`config.mk`:
```
export PLATFORM = sky130hd
export DESIGN_NAME = muldiv_unit
export DESIGN_NICKNAME = d
export VERILOG_FILES = /design/src/rtl/muldiv_unit.sv
export SDC_FILE = /design/constraint.sdc
export NUM_CORES = 1
export LEC_CHECK = 0
export BUFFER_PORTS_ARGS = -buffer_cell sky130_fd_sc_hd__buf_2
export CORE_MARGIN = 5
export CORE_UTILIZATION = 35
export CTS_BUF_LIST = sky130_fd_sc_hd__clkbuf_2 sky130_fd_sc_hd__clkbuf_4 sky130_fd_sc_hd__clkbuf_8
export DETAILED_ROUTE_END_ITERATION = 16
export GPL_TIMING_DRIVEN = 1
export PLACE_DENSITY_LB_ADDON = 0.25
export REMOVE_ABC_BUFFERS = 1
export SLEW_MARGIN = 20
export SYNTH_ARGS = -nofsm -noshare
export SYNTH_HDL_FRONTEND = slang
export SYNTH_SLANG_ARGS = --single-unit
```
`constraint.sdc`:
```
create_clock -name clk -period 4.4 [get_ports clk]
set_input_delay 0.66 -clock clk [delete_from_list [all_inputs] [get_ports clk]]
set_output_delay 0.66 -clock clk [all_outputs]
set_load 0.02 [all_outputs]
```
`src/rtl/muldiv_unit.sv`:
```
// Iterative multiply/divide unit owning HI/LO; one shift-add or restoring-subtract step per clock.
// States: IDLE | waiting for start, mthi/mtlo honoured;  RUN | WIDTH iteration steps;  FIN | sign fix, write HI/LO
module muldiv_unit #(
  parameter int WIDTH = 32
) (
  input  logic             clk,
  input  logic             reset,
  input  logic             start,
  input  logic [1:0]       op,
  input  logic [WIDTH-1:0] srca,
  input  logic [WIDTH-1:0] srcb,
  input  logic             wr_hi,
  input  logic             wr_lo,
  input  logic [WIDTH-1:0] wdata,
  output logic [WIDTH-1:0] hi,
  output logic [WIDTH-1:0] lo,
  output logic             busy,
  output logic             done
);

  localparam int CW = $clog2(WIDTH);
  localparam logic [CW-1:0] LAST = CW'(WIDTH - 1);

  typedef enum logic [1:0] {IDLE, RUN, FIN} state_t;

  state_t state, state_nx;

  logic [CW-1:0]    count;
  logic             div_q;
  logic             sign_a, sign_b, b_zero;
  logic [WIDTH-1:0] raw_a, b_abs, acc, mq;

  logic             a_neg, b_neg;
  logic [WIDTH-1:0] a_abs, b_abs_in;
  logic [WIDTH:0]   mul_sum;
  logic [WIDTH:0]   div_sh;
  logic [WIDTH+1:0] div_diff;
  logic             borrow;
  logic [2*WIDTH-1:0] prod, prod_s;
  logic [WIDTH-1:0] quo, rem, res_hi, res_lo;

  always_ff @(posedge clk) begin
    if (reset) state <= IDLE;
    else       state <= state_nx;
  end

  always_comb begin
    state_nx = state;
    case (state)
      IDLE:    if (start) state_nx = RUN;
      RUN:     if (count == LAST) state_nx = FIN;
      FIN:     state_nx = IDLE;
      default: state_nx = IDLE;
    endcase
  end

  assign busy = (state != IDLE);

  // Signedness is folded into the sign flags: unsigned ops latch both as 0.
  assign a_neg    = ~op[0] & srca[WIDTH-1];
  assign b_neg    = ~op[0] & srcb[WIDTH-1];
  assign a_abs    = a_neg ? -srca : srca;
  assign b_abs_in = b_neg ? -srcb : srcb;

  assign mul_sum  = {1'b0, acc} + (mq[0] ? {1'b0, b_abs} : '0);
  assign div_sh   = {acc, mq[WIDTH-1]};
  assign div_diff = {1'b0, div_sh} - {2'b00, b_abs};
  assign borrow   = div_diff[WIDTH+1];

  assign prod   = {acc, mq};
  assign prod_s = (sign_a ^ sign_b) ? -prod : prod;
  assign quo    = (sign_a ^ sign_b) ? -mq : mq;
  assign rem    = sign_a ? -acc : acc;

  // Divide by zero reports the dividend exactly as presented, not its magnitude.
  always_comb begin
    res_hi = prod_s[2*WIDTH-1:WIDTH];
    res_lo = prod_s[WIDTH-1:0];
    if (div_q) begin
      res_hi = b_zero ? raw_a : rem;
      res_lo = b_zero ? '1 : quo;
    end
  end

  always_ff @(posedge clk) begin
    if (reset) begin
      count  <= '0;
      div_q  <= 1'b0;
      sign_a <= 1'b0;
      sign_b <= 1'b0;
      b_zero <= 1'b0;
      raw_a  <= '0;
      b_abs  <= '0;
      acc    <= '0;
      mq     <= '0;
      hi     <= '0;
      lo     <= '0;
      done   <= 1'b0;
    end else begin
      done <= (state == FIN);
      case (state)
        IDLE: begin
          if (start) begin
            count  <= '0;
            div_q  <= op[1];
            sign_a <= a_neg;
            sign_b <= b_neg;
            b_zero <= (srcb == '0);
            raw_a  <= srca;
            b_abs  <= b_abs_in;
            acc    <= '0;
            mq     <= a_abs;
          end else begin
            if (wr_hi) hi <= wdata;
            if (wr_lo) lo <= wdata;
          end
        end
        RUN: begin
          count <= count + 1'b1;
          if (div_q) begin
            acc <= borrow ? div_sh[WIDTH-1:0] : div_diff[WIDTH-1:0];
            mq  <= {mq[WIDTH-2:0], ~borrow};
          end else begin
            {acc, mq} <= {mul_sum, mq[WIDTH-1:1]};
          end
        end
        FIN: begin
          hi <= res_hi;
          lo <= res_lo;
        end
        default: ;
      endcase
    end
  end

endmodule

```
# == Word level (Yosys, flattened, before mapping) ==
# Index checks and enable logic that the tools add are counted.
# totals
mem_count,0
ram_bits,0
elab_cells,72
rom_bits,0
ff_bits,204
input_bits,103
latch_bits,0
output_inout_bits,66
# classes
multipliers,0
n_mux,28
magnitude_cmp,0
addsub,8
bitwise_logic,5
shift,0
n_eq_ne,8
n_reduce_logical,10
div,0
# ops
cell,n
32-bit 2-to-1 mux,18
32-bit case mux with 2 select lines,4
32-bit negator,4
64-bit 2-to-1 mux,1
64-bit negator,1
33-bit by 32-bit subtractor with 34-bit output,1
32-bit by 32-bit adder with 33-bit output,1
32-bit zero test,1
2-bit != test (second input constant),5
5-bit case mux with 2 select lines,1
2-bit AND reduction,3
3-bit AND reduction,2
2-bit nonzero test,3
5-bit by 1-bit adder with 5-bit output (second input constant),1
5-bit equality test (second input constant),1
5-bit 2-to-1 mux,1
2-bit 2-to-1 mux,2
2-bit case mux with 2 select lines,1
1-bit AND,2
2-bit by 1-bit equality test with 1-bit output (second input constant),1
2-bit equality test (second input constant),1
2-bit zero test,1
1-bit inverter,2
1-bit bitwise XOR,1

# == Longest topological paths before layout ==
# Gate-level depths: netlist of the first run.
# depth
ltp_word,5
ltp_mapped,15
depth_no_buf,13

# == Least setup slack after synthesis of the first run ==
# OpenSTA, ideal clock, no wires.
# synth_path
path_type,register to register
startpoint,register mq[0]
endpoint,register acc[28]
arrival_time_ns,3.106
path_buffers,2
setup_time_ns,0.095
synth_period_minus_slack_ns,3.201
stages_incl_launch_ff,15
setup_slack_ns,1.199
cell_sequence,dfxtp_1 -> clkbuf_1 -> inv_1 -> clkbuf_1 -> nor2_1 -> ha_1 -> a2111oi_0 -> o21ai_1 -> a31oi_1 -> o21ai_1 -> a31o_2 -> a31oi_1 -> a2111o_1 -> nand3_1 -> a221oi_1
# synth_between
elab_chain_cells,4
# synth_rtl
element,line,text
from (decl),31,"logic [WIDTH-1:0] raw_a, b_abs, acc, mq;"
from (signal assigned),112,mq <= a_abs;
from (signal assigned),122,"mq <= {mq[WIDTH-2:0], ~borrow};"
from (signal assigned),124,"{acc, mq} <= {mul_sum, mq[WIDTH-1:1]};"
32-bit 2-to-1 mux,65,"assign mul_sum = {1'b0, acc} + (mq[0] ? {1'b0, b_abs} : '0);"
32-bit by 32-bit adder with 33-bit output,65,
32-bit 2-to-1 mux,120,if (div_q) begin
32-bit case mux with 2 select lines,101,case (state)
to (signal assigned),121,acc <= borrow ? div_sh[WIDTH-1:0] : div_diff[WIDTH-1:0];
to (signal assigned),124,
to (decl),31,
# No other way between the ends.
# A chain may end at the register's enable or synchronous reset.

# == Worst setup path after layout of the first run ==
# layout_path
startpoint,register acc[0]
endpoint,register acc[29]
# layout_between
elab_chain_cells,4
elab_cells_between_ends,5
cone_classes,add/sub: 2; mux: 3
# layout_rtl
element,line,text
33-bit by 32-bit subtractor with 34-bit output,67,"assign div_diff = {1'b0, div_sh} - {2'b00, b_abs};"
32-bit 2-to-1 mux,121,
32-bit 2-to-1 mux (*),120,
32-bit case mux with 2 select lines (*),101,
# Every way passes the cells marked *; elsewhere a longest branch is shown, timed or not.

==> metrics.txt, run 1 <==
# TYPE chip_impl_metric gauge
chip_impl_metric{name="cts_resized",unit=""} 0
chip_impl_metric{name="design.die.area",unit="mm²"} 0.0494
chip_impl_info{name="ys_dominant_reg_cell",value="dfxtp_1"} 1
chip_impl_info{name="timing.critical_path.from",value="acc[0]"} 1
chip_impl_metric{name="ff_latch_area",unit="mm²"} 0.00409
chip_impl_metric{name="report.final.slew_viol_count",unit=""} 0
chip_impl_info{name="synthDominantAreaCellType",value="dfxtp_1"} 1
chip_impl_metric{name="required",unit="ns"} 4.87
chip_impl_metric{name="floorplan.rows",unit=""} 77
chip_impl_metric{name="chipWidth",unit="µm"} 222
chip_impl_metric{name="count_of_antenna_violating_nets_left_after_detailed_routing",unit=""} 0
chip_impl_metric{name="final_min_period_over_clock_period",unit="%"} 82.8
chip_impl_info{name="timing.hold.worst.class",value="input pin to flip-flop"} 1
chip_impl_metric{name="floorplan.core_area",unit="mm²"} 0.0444
chip_impl_metric{name="ctsHtreeMaxLevel",unit=""} 2
chip_impl_metric{name="hold_viol_final",unit=""} 0
chip_impl_info{name="critical_path.endpoint_type",value="flip-flop"} 1
chip_impl_info{name="critPathMostFrequentCell",value="o21ai_0"} 1
chip_impl_metric{name="grt_first_pass_wirelength",unit="µm"} 89000
chip_impl_info{name="worst_hold_path.endpoint",value="div_q"} 1
chip_impl_metric{name="start_util",unit="%"} 35.5
chip_impl_metric{name="clock-sinks",unit=""} 204
chip_impl_info{name="hold_sp",value="op[1]"} 1
chip_impl_metric{name="syn2layout_area_growth",unit="%"} 13.9
chip_impl_metric{name="clk_transition_reported_paths",unit="ns"} 0.06
chip_impl_info{name="status",value="finished clean"} 1
chip_impl_metric{name="met2_length",unit="µm"} 25900
chip_impl_metric{name="detailed_route_iter0_violations",unit=""} 1323
chip_impl_info{name="top_signal_layer_used",value="met4"} 1
chip_impl_metric{name="avgRoutedWirePerCell",unit="µm"} 20.3
chip_impl_metric{name="holdPathStages",unit=""} 3
chip_impl_metric{name="routedLengthMet1",unit="µm"} 25300
chip_impl_metric{name="synth_cell_type_count",unit=""} 79
chip_impl_metric{name="layout.core_utilization",unit="%"} 40.4
chip_impl_metric{name="synth_edf_count",unit=""} 0
chip_impl_metric{name="postSynthAreaPerCell",unit="µm²"} 7.43
chip_impl_metric{name="tritoncts.num_buffers",unit=""} 39
chip_impl_metric{name="p_leak",unit="nW"} 7.21
chip_impl_metric{name="synth_async_sr_flop_share",unit="%"} 0
chip_impl_info{name="cts_tree",value="yes"} 1
chip_impl_info{name="synth_top_cells_by_area",value="dfxtp_1 (26%), a21oi_1 (7.2%), nand2_1 (5.8%)"} 1
chip_impl_metric{name="synth-seq-area-share",unit="%"} 25.9
chip_impl_metric{name="ioPinCount",unit=""} 169
chip_impl_metric{name="synth_top_area_share",unit="%"} 25.9
chip_impl_metric{name="multi_input_area",unit="mm²"} 0.0108
chip_impl_metric{name="largest_clock_skew_in_the_final_design",unit="ns"} 0.0295
chip_impl_metric{name="dr_wl_met3",unit="µm"} 3740
chip_impl_metric{name="vias_per_cell",unit=""} 5.67
chip_impl_metric{name="postCtsSetupBuffers",unit=""} 0
chip_impl_metric{name="fillCellCount",unit=""} 4622
chip_impl_metric{name="antenna_violations_before_repair",unit=""} 1
chip_impl_metric{name="drc",unit=""} 0
chip_impl_metric{name="mapped_cell_area",unit="mm²"} 0.0158
chip_impl_metric{name="track_usage",unit="%"} 22.2
chip_impl_metric{name="holdBufCountCts",unit=""} 0
chip_impl_metric{name="headroom_to_the_max_slew_limit",unit="%"} 30.8
chip_impl_info{name="cts_root_buf",value="clkbuf_8"} 1
chip_impl_metric{name="crit_path_max_fanout",unit=""} 11
chip_impl_metric{name="r2r.worst_path.cells",unit=""} 12
chip_impl_metric{name="finalCriticalPeriod",unit="ns"} 3.64
chip_impl_metric{name="detailedRoute.firstPassIterationCount",unit=""} 6
chip_impl_info{name="slowest_stage",value="dfxtp_1"} 1
chip_impl_metric{name="floorplan.die.height",unit="µm"} 222
chip_impl_metric{name="slowest_delay",unit="ns"} 0.57
chip_impl_info{name="reg2reg_from",value="acc[0]"} 1
chip_impl_metric{name="global_route.overflow_total",unit=""} 0
chip_impl_metric{name="final.setup.tns",unit="ns"} 0
chip_impl_metric{name="clock_tree.buffer_depth",unit=""} 3
chip_impl_info{name="nature_of_the_critical_path_startpoint",value="flip-flop"} 1
chip_impl_info{name="path_delay_family",value="compound AO/OA/AOI/OAI gates"} 1
chip_impl_metric{name="cap_violations",unit=""} 0
chip_impl_metric{name="total_power",unit="W"} 0.00557
chip_impl_metric{name="synthesis.yosys.warnings",unit=""} 0
chip_impl_metric{name="worst-slew-pin-transition",unit="ns"} 1.03
chip_impl_metric{name="worstSkewPairLatency",unit="ns"} 0.59
chip_impl_metric{name="setup_viol",unit=""} 0
chip_impl_metric{name="grt_pass1_vias",unit=""} 15500
chip_impl_metric{name="drive_above_1_share",unit="%"} 14.9
chip_impl_metric{name="place_congestion",unit=""} 0.940
chip_impl_metric{name="synth_cells",unit=""} 2121
chip_impl_metric{name="cp_num_buf_inv",unit=""} 1
chip_impl_metric{name="final_nets",unit=""} 2387
chip_impl_info{name="rsz_0062_raised_after_global_routing",value="false"} 1
chip_impl_metric{name="portBuffers",unit=""} 168
chip_impl_metric{name="max_frequency",unit="MHz"} 275
chip_impl_metric{name="cp_data_arrival_time",unit="ns"} 4.11
chip_impl_metric{name="place_hpwl",unit="µm"} 43100
chip_impl_metric{name="power_per_cell_area",unit="mW/mm²"} 310
chip_impl_metric{name="num_vias",unit=""} 16100
chip_impl_metric{name="worst_ir_drop_vdd",unit="µV"} 201
chip_impl_info{name="worstSetupPathType",value="flip-flop to flip-flop"} 1
chip_impl_metric{name="pin_count_of_the_biggest_net_entering_global_routing",unit=""} 83
chip_impl_info{name="path_cells",value="ha_1 > inv_1 > fa_1 > nand2b_1 > a21oi_1 > o21ai_0 > a211oi_1 > o221ai_1 > o21ai_0 > a31oi_1 > xnor2_1 > a21o_1"} 1
chip_impl_metric{name="rrSetupSlack",unit="ns"} 0.76
chip_impl_metric{name="ys_seq_elements",unit=""} 204
chip_impl_info{name="rr_endpoint",value="acc[29]"} 1
chip_impl_metric{name="finalWirelength",unit="µm"} 57400
==> registers in the layout, summed over array words and instances, names as in the netlist <==
| register | count |
|---|---|
| state | 2 |
| lo | 32 |
| mq | 32 |
| sign_a | 1 |
| done | 1 |
| b_zero | 1 |
| count | 5 |
| div_q | 1 |
| raw_a | 32 |
| b_abs | 32 |
| hi | 32 |
| sign_b | 1 |
| acc | 32 |
==> cell families after synthesis <==
| kind of cell | count (synthesis) | synth area share (%) |
|---|---|---|
| adders and majority gates | 72 | 5.81 |
| buffers and inverters | 239 | 5.94 |
| xor gates and xnor gates | 191 | 10.6 |
| and+or+nand+nor | 658 | 19.4 |
| muxes | 61 | 3.89 |
| AOI/OAI and AO/OA | 696 | 28.5 |
| DFF | 204 | 25.9 |
==> power by group <==
group          switching (W)  internal (W)  leakage (nW)  total [W]
logic               0.000911      0.000533          5.10    0.00144
registers           0.000133       0.00196          1.67    0.00210
clock network       0.000868       0.00116         0.436    0.00203
total                0.00191       0.00366          7.21    0.00557
==> Yosys cell counts (all sizes together) (54+ instances only) <==
master,number
dfxtp,204
clkbuf,145
xnor2,96
ha,70
nand2,245
o21ai,126
nor3,54
nor2,191
xor2,95
mux2i,59
a211oi,84
a21oi,227
inv,68
==> per-stage QoR <==
step | cells | hold slack (ns) | setup slack [ns] | instance area [µm²]
floorplan | 1950 | 0.426 | -0.541 | 15100
global placement | 2763 | 0.438 | 0.738 | 17100
detailed placement | 2763 | 0.442 | 0.771 | 17100
CTS | 2829 | 0.275 | 0.763 | 18000
global route | 2830 | 0.310 | 0.538 | 18000
finish | 2830 | 0.319 | 0.758 | 18000
==> routing by layer <==
metal / vias to the layer above / global-route usage (%)
li1: 7866 / -
met4: 0 / 9.90
met2: 565 / 35.5
met5: - / 0
met3: 125 / 3.35
met1: 7497 / 29.6
==> tightest hold or removal path, cell delays in order <==
cell     delay [ns]
buf_2          0.10
nand2_1        0.05
a21oi_1        0.05
==> worst max path at each step <==
stage / endpoint / slack (ns) / depth (start not counted)
2_1_floorplan: mq[15] / -0.54 / 6
6_report: acc[29] / 0.76 / 12
5_1_grt: acc[29] / 0.54 / 12
3_5_place_dp: mq[31] / 0.77 / 9
3_3_place_gp: mq[31] / 0.74 / 9
4_1_cts: acc[29] / 0.76 / 12
==> layout make-up <==
class / instances / area share (%)
multi-input cells: 1678 / 60.1
flip-flops and latches: 204 / 22.8
repair buffers: 221 / 7.00
well taps: 592 / 4.13
clock buffers: 58 / 3.99
inverters: 68 / 1.42
clock inverters: 8 / 0.544
diodes: 1 / 0.0139
==> cells in the final DEF (no fill, tap or decap), types with 12 or more instances in the layout <==
cell type,count
nand2_1,244
a21oi_1,227
dfxtp_1,202
nor2_1,187
buf_2,167
xnor2_1,95
o21ai_0,95
xor2_1,94
a211oi_1,83
ha_1,70
inv_1,68
mux2i_1,59
nor3_1,52
buf_4,52
clkbuf_8,45
o221ai_1,34
o21ai_1,31
a21o_1,29
a22oi_1,26
nand3_1,22
o31ai_1,22
or3_1,20
a31oi_1,20
nor4_1,18
nand2b_1,18
and3_1,17
nand4_1,16
o22ai_1,16
a2111oi_0,14
o41ai_1,13
o211ai_1,13
clkbuf_4,13
o21bai_1,12
Power figures use the tool's default switching activity.
==> run 2, diff against run 1 <==
==> constraint.sdc (replaced) <==
create_clock -name clk -period 3.79 [get_ports clk]
set_input_delay 0.5685 -clock clk [delete_from_list [all_inputs] [get_ports clk]]
set_output_delay 0.5685 -clock clk [all_outputs]
set_load 0.02 [all_outputs]
==> run 2 against run 1 <==
Compared with the run above:
- final area rose by 2.1%
- via count rose by 2.1%
- die area did not move
- global-route usage rose by 0.22 points
- register-to-register slack got worse by 0.50 ns
- core utilization rose by 0.83 points
- combinational power rose by 22%
- cell count rose by 1.4%
- flip-flop and latch count did not move
- routed wire length rose by 1.9%
- critical endpoint is now acc[27]
- largest power group is now clock
- highest routed layer is now met5
==> metrics.txt, run 2 (same netlist as run 1, synthesis figures left out) <==
# TYPE chip_impl_metric gauge
chip_impl_info{name="status",value="finished clean"} 1
chip_impl_info{name="reg2reg_from",value="acc[1]"} 1
chip_impl_metric{name="global_route.overflow_total",unit=""} 0
chip_impl_info{name="cts_tree",value="yes"} 1
chip_impl_metric{name="floorplan.core_area",unit="mm²"} 0.0444
chip_impl_metric{name="power_per_cell_area",unit="mW/mm²"} 365
chip_impl_info{name="path_cells",value="inv_1 > fa_1 > nand2b_1 > a21oi_1 > o21ai_0 > a211oi_1 > o221ai_1 > o21ai_0 > buf_4 > xor2_1 > a22oi_1 > o21ai_1"} 1
chip_impl_metric{name="max_frequency",unit="MHz"} 283
chip_impl_metric{name="finalCriticalPeriod",unit="ns"} 3.54
chip_impl_metric{name="vias_per_cell",unit=""} 5.71
chip_impl_metric{name="ctsHtreeMaxLevel",unit=""} 2
chip_impl_metric{name="worst_ir_drop_vdd",unit="µV"} 170
chip_impl_metric{name="slowest_delay",unit="ns"} 0.58
chip_impl_metric{name="worst-slew-pin-transition",unit="ns"} 0.910
chip_impl_metric{name="layout.core_utilization",unit="%"} 41.3
chip_impl_metric{name="grt_first_pass_wirelength",unit="µm"} 89500
chip_impl_info{name="slowest_stage",value="dfxtp_1"} 1
chip_impl_metric{name="pin_count_of_the_biggest_net_entering_global_routing",unit=""} 92
chip_impl_metric{name="start_util",unit="%"} 35.5
chip_impl_metric{name="place_hpwl",unit="µm"} 43900
chip_impl_metric{name="avgRoutedWirePerCell",unit="µm"} 20.4
chip_impl_metric{name="cp_data_arrival_time",unit="ns"} 4.02
chip_impl_metric{name="antenna_violations_before_repair",unit=""} 2
chip_impl_metric{name="num_vias",unit=""} 16400
chip_impl_metric{name="drc",unit=""} 0
chip_impl_info{name="cts_root_buf",value="clkbuf_8"} 1
chip_impl_info{name="timing.critical_path.from",value="acc[1]"} 1
chip_impl_metric{name="final_nets",unit=""} 2425
chip_impl_metric{name="final_min_period_over_clock_period",unit="%"} 93.3
chip_impl_metric{name="holdBufCountCts",unit=""} 0
chip_impl_metric{name="syn2layout_area_growth",unit="%"} 16.2
chip_impl_metric{name="cp_num_buf_inv",unit=""} 2
chip_impl_metric{name="clk_transition_reported_paths",unit="ns"} 0.06
chip_impl_info{name="hold_sp",value="op[1]"} 1
chip_impl_metric{name="postCtsSetupBuffers",unit=""} 0
chip_impl_metric{name="pre_cts_ws",unit="ns"} 0.244
chip_impl_metric{name="cts_resized",unit=""} 0
chip_impl_metric{name="detailedRoute.firstPassIterationCount",unit=""} 6
chip_impl_metric{name="drive_above_1_share",unit="%"} 16.5
chip_impl_metric{name="ioPinCount",unit=""} 169
chip_impl_metric{name="largest_clock_skew_in_the_final_design",unit="ns"} 0.0233
chip_impl_metric{name="chipWidth",unit="µm"} 222
chip_impl_metric{name="count_of_antenna_violating_nets_left_after_detailed_routing",unit=""} 0
chip_impl_metric{name="clock-sinks",unit=""} 204
chip_impl_info{name="timing.hold.worst.class",value="input pin to flip-flop"} 1
chip_impl_metric{name="portBuffers",unit=""} 168
chip_impl_metric{name="report.final.slew_viol_count",unit=""} 0
chip_impl_metric{name="headroom_to_the_max_slew_limit",unit="%"} 39.3
chip_impl_info{name="path_delay_family",value="compound AO/OA/AOI/OAI gates"} 1
chip_impl_info{name="worstSetupPathType",value="flip-flop to flip-flop"} 1
chip_impl_metric{name="finalWirelength",unit="µm"} 58500
chip_impl_metric{name="design.die.area",unit="mm²"} 0.0494
chip_impl_info{name="rsz_0062_raised_after_global_routing",value="false"} 1
chip_impl_metric{name="detailed_route_iter0_violations",unit=""} 1196
chip_impl_info{name="mostFrequentLayoutCells",value="nand2_1 (244), a21oi_1 (227), dfxtp_1 (202), nor2_1 (187), buf_2 (167)"} 1
chip_impl_info{name="critical_path.endpoint_type",value="flip-flop"} 1
chip_impl_metric{name="worstSkewPairLatency",unit="ns"} 0.60
chip_impl_metric{name="place_congestion",unit=""} 0.952
chip_impl_metric{name="hold_viol_final",unit=""} 0
chip_impl_info{name="most_frequent_standard_cell_in_the_layout_excluding_fill_and_tap_cells",value="nand2_1"} 1
chip_impl_metric{name="floorplan.die.height",unit="µm"} 222
chip_impl_metric{name="crit_path_max_fanout",unit=""} 10
chip_impl_metric{name="setup_viol",unit=""} 0
chip_impl_metric{name="tritoncts.num_buffers",unit=""} 41
chip_impl_metric{name="clock_tree.buffer_depth",unit=""} 3
chip_impl_metric{name="p_leak",unit="nW"} 7.43
chip_impl_metric{name="fin_ws",unit="ns"} 0.255
chip_impl_metric{name="required",unit="ns"} 4.27
chip_impl_metric{name="cap_violations",unit=""} 0
chip_impl_metric{name="grt_pass1_vias",unit=""} 15600
chip_impl_info{name="critPathMostFrequentCell",value="o21ai_0"} 1
chip_impl_metric{name="floorplan.rows",unit=""} 77
chip_impl_info{name="nature_of_the_critical_path_startpoint",value="flip-flop"} 1
chip_impl_metric{name="track_usage",unit="%"} 22.4
-- run 2: cell types whose count changed in the layout (fill, tap and decap cells not counted), sizes merged --
cell / previous run / this run
buf: 221 / 257
clkbuf: 58 / 60
clkinv: 4 / 7
clkinvlp: 0 / 2
inv: 70 / 68
-- run 2: worst min-delay path: cells and delay by family --
family	cells	cell delay, ns
simple gates	1	0.05
buf+inv	1	0.10
compound gates	1	0.05
-- run 2: worst paths after layout --
path / end / slack, ns / cells past startpoint
worst max-delay path: acc[27] / 0.25 / 12
worst min register to register: lo[23] / 0.45 / 2
worst max register to register: acc[27] / 0.25 / 12
worst min-delay path: div_q / 0.22 / 3
-- run 2: area by class of cell --
| class | count | area [µm²] |
|---|---|---|
| Timing Repair Buffer | 257 | 1550 |
| Multi-Input combinational cell | 1678 | 10800 |
| Sequential cell | 204 | 4090 |
| Clock inverter | 11 | 110 |
| Antenna cell | 1 | 2.50 |
| Clock buffer | 60 | 776 |
| Inverter | 68 | 255 |
| Tap cell | 592 | 741 |
| Fill cell | 4643 | 26100 |
-- run 2: metal layers --
metal	wire length, µm	GRT usage [%]
met4	2150	8.13
met3	3890	3.97
met1	26400	30.6
met5	13	0
met2	26000	35.4
-- run 2: metrics by stage --
stage               cells  TNS (ns)  power, W  instance area [µm²]  hold slack, ns
detailed placement   2799         0   0.00419                17400           0.442
finish               2871         0   0.00668                18300           0.217
global placement     2799         0   0.00417                17400           0.437
global route         2871         0   0.00700                18300           0.185
floorplan            1950    -59.13   0.00354                15100           0.426
CTS                  2870         0   0.00672                18300           0.179
-- run 2: report_power, final --
group / total, W / switching, W / internal, W
clock network: 0.00251 / 0.00107 / 0.00145
registers: 0.00242 / 0.000138 / 0.00228
logic: 0.00175 / 0.00109 / 0.000661
total: 0.00668 / 0.00230 / 0.00439
==> run 3, diff against run 2 <==
--- a/config.mk
+++ b/config.mk
@@ -5,6 +5,7 @@
 export SDC_FILE = /design/constraint.sdc
 export NUM_CORES = 1
 export LEC_CHECK = 0
+export ABC_AREA = 1
 export BUFFER_PORTS_ARGS = -buffer_cell sky130_fd_sc_hd__buf_2
 export CORE_MARGIN = 5
 export CORE_UTILIZATION = 35
==> run 3 against run 2 <==
Compared with the run above:
- sequential power up 5%
- critical path depth increased by 1
- largest power group is now combinational logic
- non-clock buffer count fell by 39
==> metrics.txt, run 3 <==
# TYPE chip_impl_metric gauge
chip_impl_metric{name="ff_latch_area",unit="mm²"} 0.00409
chip_impl_info{name="mostFrequentLayoutCells",value="nand2_1 (946), inv_1 (518), nor2_1 (348), a21oi_1 (335), nand3_1 (320)"} 1
chip_impl_metric{name="ctsHtreeMaxLevel",unit=""} 2
chip_impl_info{name="synth_top_family_by_area",value="simple AND/OR/NAND/NOR gates"} 1
chip_impl_metric{name="pin_count_of_the_biggest_net_entering_global_routing",unit=""} 99
chip_impl_metric{name="seq_power_share",unit="%"} 30.7
chip_impl_metric{name="slowest_delay",unit="ns"} 0.49
chip_impl_metric{name="synth_compound_gate_area_share",unit="%"} 19.7
chip_impl_info{name="timing.hold.worst.class",value="input pin to flip-flop"} 1
chip_impl_metric{name="cap_violations",unit=""} 0
chip_impl_info{name="slowest_stage",value="dfxtp_1"} 1
chip_impl_metric{name="required",unit="ns"} 4.25
chip_impl_info{name="hold_sp",value="srca[25]"} 1
chip_impl_metric{name="postCtsSetupBuffers",unit=""} 0
chip_impl_info{name="synth_top_cells_by_area",value="dfxtp_1 (21%), nand2_1 (19%), inv_1 (10%)"} 1
chip_impl_metric{name="synth_cells",unit=""} 3459
chip_impl_metric{name="cp_data_arrival_time",unit="ns"} 3.33
chip_impl_metric{name="design.die.area",unit="mm²"} 0.0593
chip_impl_metric{name="power_per_cell_area",unit="mW/mm²"} 381
chip_impl_metric{name="synth_xor_xnor_area_share",unit="%"} 2.06
chip_impl_metric{name="max_frequency",unit="MHz"} 348
chip_impl_metric{name="multi_input_area",unit="mm²"} 0.0125
chip_impl_metric{name="power.share.clock",unit="%"} 33.5
chip_impl_info{name="synthDominantAreaCellType",value="dfxtp_1"} 1
chip_impl_metric{name="track_usage",unit="%"} 26.2
chip_impl_metric{name="mapped_cell_area",unit="mm²"} 0.0191
chip_impl_metric{name="netSwitchingPower",unit="W"} 0.00341
chip_impl_info{name="cts_root_buf",value="clkbuf_8"} 1
chip_impl_info{name="netlist_top_cells_count",value="nand2_1 (947), inv_1 (519), nor2_1 (351)"} 1
chip_impl_metric{name="holdBufCountCts",unit=""} 0
chip_impl_metric{name="synth.area.mux_share",unit="%"} 0
chip_impl_metric{name="synth_edf_count",unit=""} 0
chip_impl_metric{name="headroom_to_the_max_slew_limit",unit="%"} 29.2
chip_impl_metric{name="report.final.slew_viol_count",unit=""} 0
chip_impl_info{name="timing.critical_path.from",value="mq[0]"} 1
chip_impl_info{name="reg2reg_from",value="mq[0]"} 1
chip_impl_metric{name="floorplan.rows",unit=""} 85
chip_impl_metric{name="global_route.overflow_total",unit=""} 0
chip_impl_info{name="rr_endpoint",value="acc[21]"} 1
chip_impl_metric{name="clock-sinks",unit=""} 204
chip_impl_metric{name="final_nets",unit=""} 3756
chip_impl_metric{name="tritoncts.num_buffers",unit=""} 40
chip_impl_metric{name="cts_resized",unit=""} 0
chip_impl_metric{name="clock_tree.buffer_depth",unit=""} 3
chip_impl_metric{name="rrSetupSlack",unit="ns"} 0.91
chip_impl_info{name="synth_most_common_cell",value="nand2_1"} 1
chip_impl_metric{name="floorplan.core_area",unit="mm²"} 0.0539
chip_impl_info{name="cts_tree",value="yes"} 1
chip_impl_metric{name="chipWidth",unit="µm"} 244
chip_impl_info{name="worst_hold_path.endpoint",value="raw_a[25]"} 1
chip_impl_metric{name="synth_top_area_share",unit="%"} 21.4
chip_impl_metric{name="worstSkewPairLatency",unit="ns"} 0.62
chip_impl_metric{name="largest_clock_skew_in_the_final_design",unit="ns"} 0.0255
chip_impl_metric{name="avgRoutedWirePerCell",unit="µm"} 19.1
chip_impl_info{name="path_cells",value="buf_4 > nand2_1 > fa_1 > inv_1 > nand2_1 > nand3b_1 > nand2_1 > nand2_1 > nand3_1 > nand3_1 > nand3_1 > nand3_1 > a21oi_1"} 1
chip_impl_metric{name="holdPathStages",unit=""} 3
chip_impl_metric{name="postSynthAreaPerCell",unit="µm²"} 5.52
chip_impl_metric{name="synth_async_sr_flop_share",unit="%"} 0
chip_impl_info{name="ys_dominant_reg_cell",value="dfxtp_1"} 1
chip_impl_metric{name="portBuffers",unit=""} 168
chip_impl_metric{name="cp_num_buf_inv",unit=""} 2
chip_impl_info{name="critical_path.endpoint_type",value="flip-flop"} 1
chip_impl_metric{name="instances_no_fill",unit=""} 4308
chip_impl_metric{name="worst_ir_drop_vdd",unit="µV"} 216
chip_impl_metric{name="synthSimpleGateAreaFrac",unit="%"} 38.6
chip_impl_metric{name="detailed_route_iter0_violations",unit=""} 2658
chip_impl_metric{name="finalWirelength",unit="µm"} 82300
chip_impl_metric{name="ioPinCount",unit=""} 169
chip_impl_info{name="status",value="finished clean"} 1
chip_impl_metric{name="floorplan.die.height",unit="µm"} 244
chip_impl_metric{name="switching_share",unit="%"} 41.3
chip_impl_info{name="rsz_0062_raised_after_global_routing",value="false"} 1
chip_impl_metric{name="start_util",unit="%"} 35.4
chip_impl_metric{name="synth-seq-area-share",unit="%"} 21.4
chip_impl_metric{name="count_of_antenna_violating_nets_left_after_detailed_routing",unit=""} 0
chip_impl_metric{name="p_comb_share",unit="%"} 35.8
chip_impl_metric{name="r2r.worst_path.cells",unit=""} 13
chip_impl_metric{name="grt_first_pass_wirelength",unit="µm"} 123000
chip_impl_metric{name="worst-slew-pin-transition",unit="ns"} 1.06
chip_impl_info{name="worstSetupPathType",value="flip-flop to flip-flop"} 1
chip_impl_metric{name="place_congestion",unit=""} 0.998
chip_impl_metric{name="ys_seq_elements",unit=""} 204
chip_impl_metric{name="syn2layout_area_growth",unit="%"} 13.3
chip_impl_metric{name="synthesis.yosys.warnings",unit=""} 0
chip_impl_metric{name="p_leak",unit="nW"} 11.1
chip_impl_metric{name="fillCellCount",unit=""} 6044
chip_impl_metric{name="num_vias",unit=""} 23100
chip_impl_metric{name="setup_viol",unit=""} 0
chip_impl_info{name="most_frequent_standard_cell_in_the_layout_excluding_fill_and_tap_cells",value="nand2_1"} 1
chip_impl_info{name="path_delay_family",value="simple AND/OR/NAND/NOR gates"} 1
chip_impl_metric{name="crit_path_max_fanout",unit=""} 31
chip_impl_metric{name="drive_above_1_share",unit="%"} 9.78
chip_impl_metric{name="antenna_violations_before_repair",unit=""} 2
chip_impl_info{name="nature_of_the_critical_path_startpoint",value="flip-flop"} 1
chip_impl_metric{name="clk_transition_reported_paths",unit="ns"} 0.06
chip_impl_metric{name="internal-power",unit="W"} 0.00484
chip_impl_metric{name="grt_pass1_vias",unit=""} 20400
chip_impl_metric{name="drc",unit=""} 0
chip_impl_metric{name="place_hpwl",unit="µm"} 64100
chip_impl_metric{name="post_placement_cell_count",unit=""} 4235
chip_impl_metric{name="final_min_period_over_clock_period",unit="%"} 75.9
chip_impl_metric{name="synth_cell_type_count",unit=""} 55
chip_impl_metric{name="finalCriticalPeriod",unit="ns"} 2.88
chip_impl_metric{name="synth_fa_ha_area_share",unit="%"} 4.80
chip_impl_metric{name="fin_hold_ws",unit="ns"} 0.248
chip_impl_metric{name="detailedRoute.firstPassIterationCount",unit=""} 5
chip_impl_metric{name="hold_viol_final",unit=""} 0
chip_impl_metric{name="vias_per_cell",unit=""} 5.36
run 3: cell types whose count changed in the layout (fill, tap and decap cells not counted), sizes merged, moves of 27 or more:
cell    before  now
nand3       22  324
xor2        95   40
nand2      245  959
a211oi      84    4
nor2       191  363
a21o        29    2
o221ai      34    5
o21ai      126  326
mux2i       59    0
xnor2       96    5
a21oi      227  336
inv         68  526
buf        257  218
run 3: cells by family after synthesis:
| group | after synthesis |
|---|---|
| xor+xnor | 45 |
| fa+ha+maj | 72 |
| simple gates | 1756 |
| flops | 204 |
| compound gates | 718 |
| buf+inv | 664 |
run 3: worst max-delay path by stage:
stage          endpoint  cells past startpoint
3_3_place_gp    acc[21]                     13
3_5_place_dp    acc[22]                     18
4_1_cts         acc[22]                     18
6_report        acc[21]                     13
2_1_floorplan    mq[10]                      6
5_1_grt         acc[22]                     18
run 3: per-layer routing:
metal	vias to the layer above	part of all wire, %	global-route usage [%]
li1	11400	-	-
met1	10500	46	39.2
met2	1066	41	38.2
met3	116	10	5.48
met4	2	2.5	6.55
met5	-	0.017	0
run 3: power by group through the flow:
| stage | Clock (W) | Sequential (W) | Combinational [W] |
|---|---|---|---|
| after global placement | 0 | 0.00256 | 0.00288 |
| after CTS | 0.00281 | 0.00252 | 0.00288 |
| final | 0.00276 | 0.00253 | 0.00295 |
| after floorplan | 0 | 0.00257 | 0.00180 |
| after detailed placement | 0 | 0.00256 | 0.00287 |
| after global routing | 0.00290 | 0.00254 | 0.00325 |
run 3: cell type report:
| type | count | area share [%] |
|---|---|---|
| multi-input cells | 2591 | 57.6 |
| flip-flops and latches | 204 | 18.9 |
| inverters | 526 | 9.14 |
| repair buffers | 218 | 5.80 |
| well taps | 696 | 4.03 |
| clock buffers | 59 | 3.52 |
| clock inverters | 13 | 0.960 |
| diodes | 1 | 0.0116 |
run 3: stage by stage:
stage	setup WS (ns)	TNS (ns)	util, %	instance area (µm²)	power [W]
floorplan	-1.62	-71.04	-	18500	0.00437
global placement	1.02	0	38.3	20700	0.00544
detailed placement	0.996	0	38.3	20700	0.00543
CTS	0.978	0	40.1	21600	0.00820
global route	0.694	0	40.1	21600	0.00869
finish	0.914	0	40.1	21600	0.00824
run 3: worst reg2reg max path, cell delays in order, from the launching register on:
cell and delay, ns:
dfxtp_1 0.49, buf_4 0.37, nand2_1 0.16, fa_1 0.47, inv_1 0.15, nand2_1 0.07, nand3b_1 0.16, nand2_1 0.11
nand2_1 0.14, nand3_1 0.13, nand3_1 0.10, nand3_1 0.14, nand3_1 0.15, a21oi_1 0.08
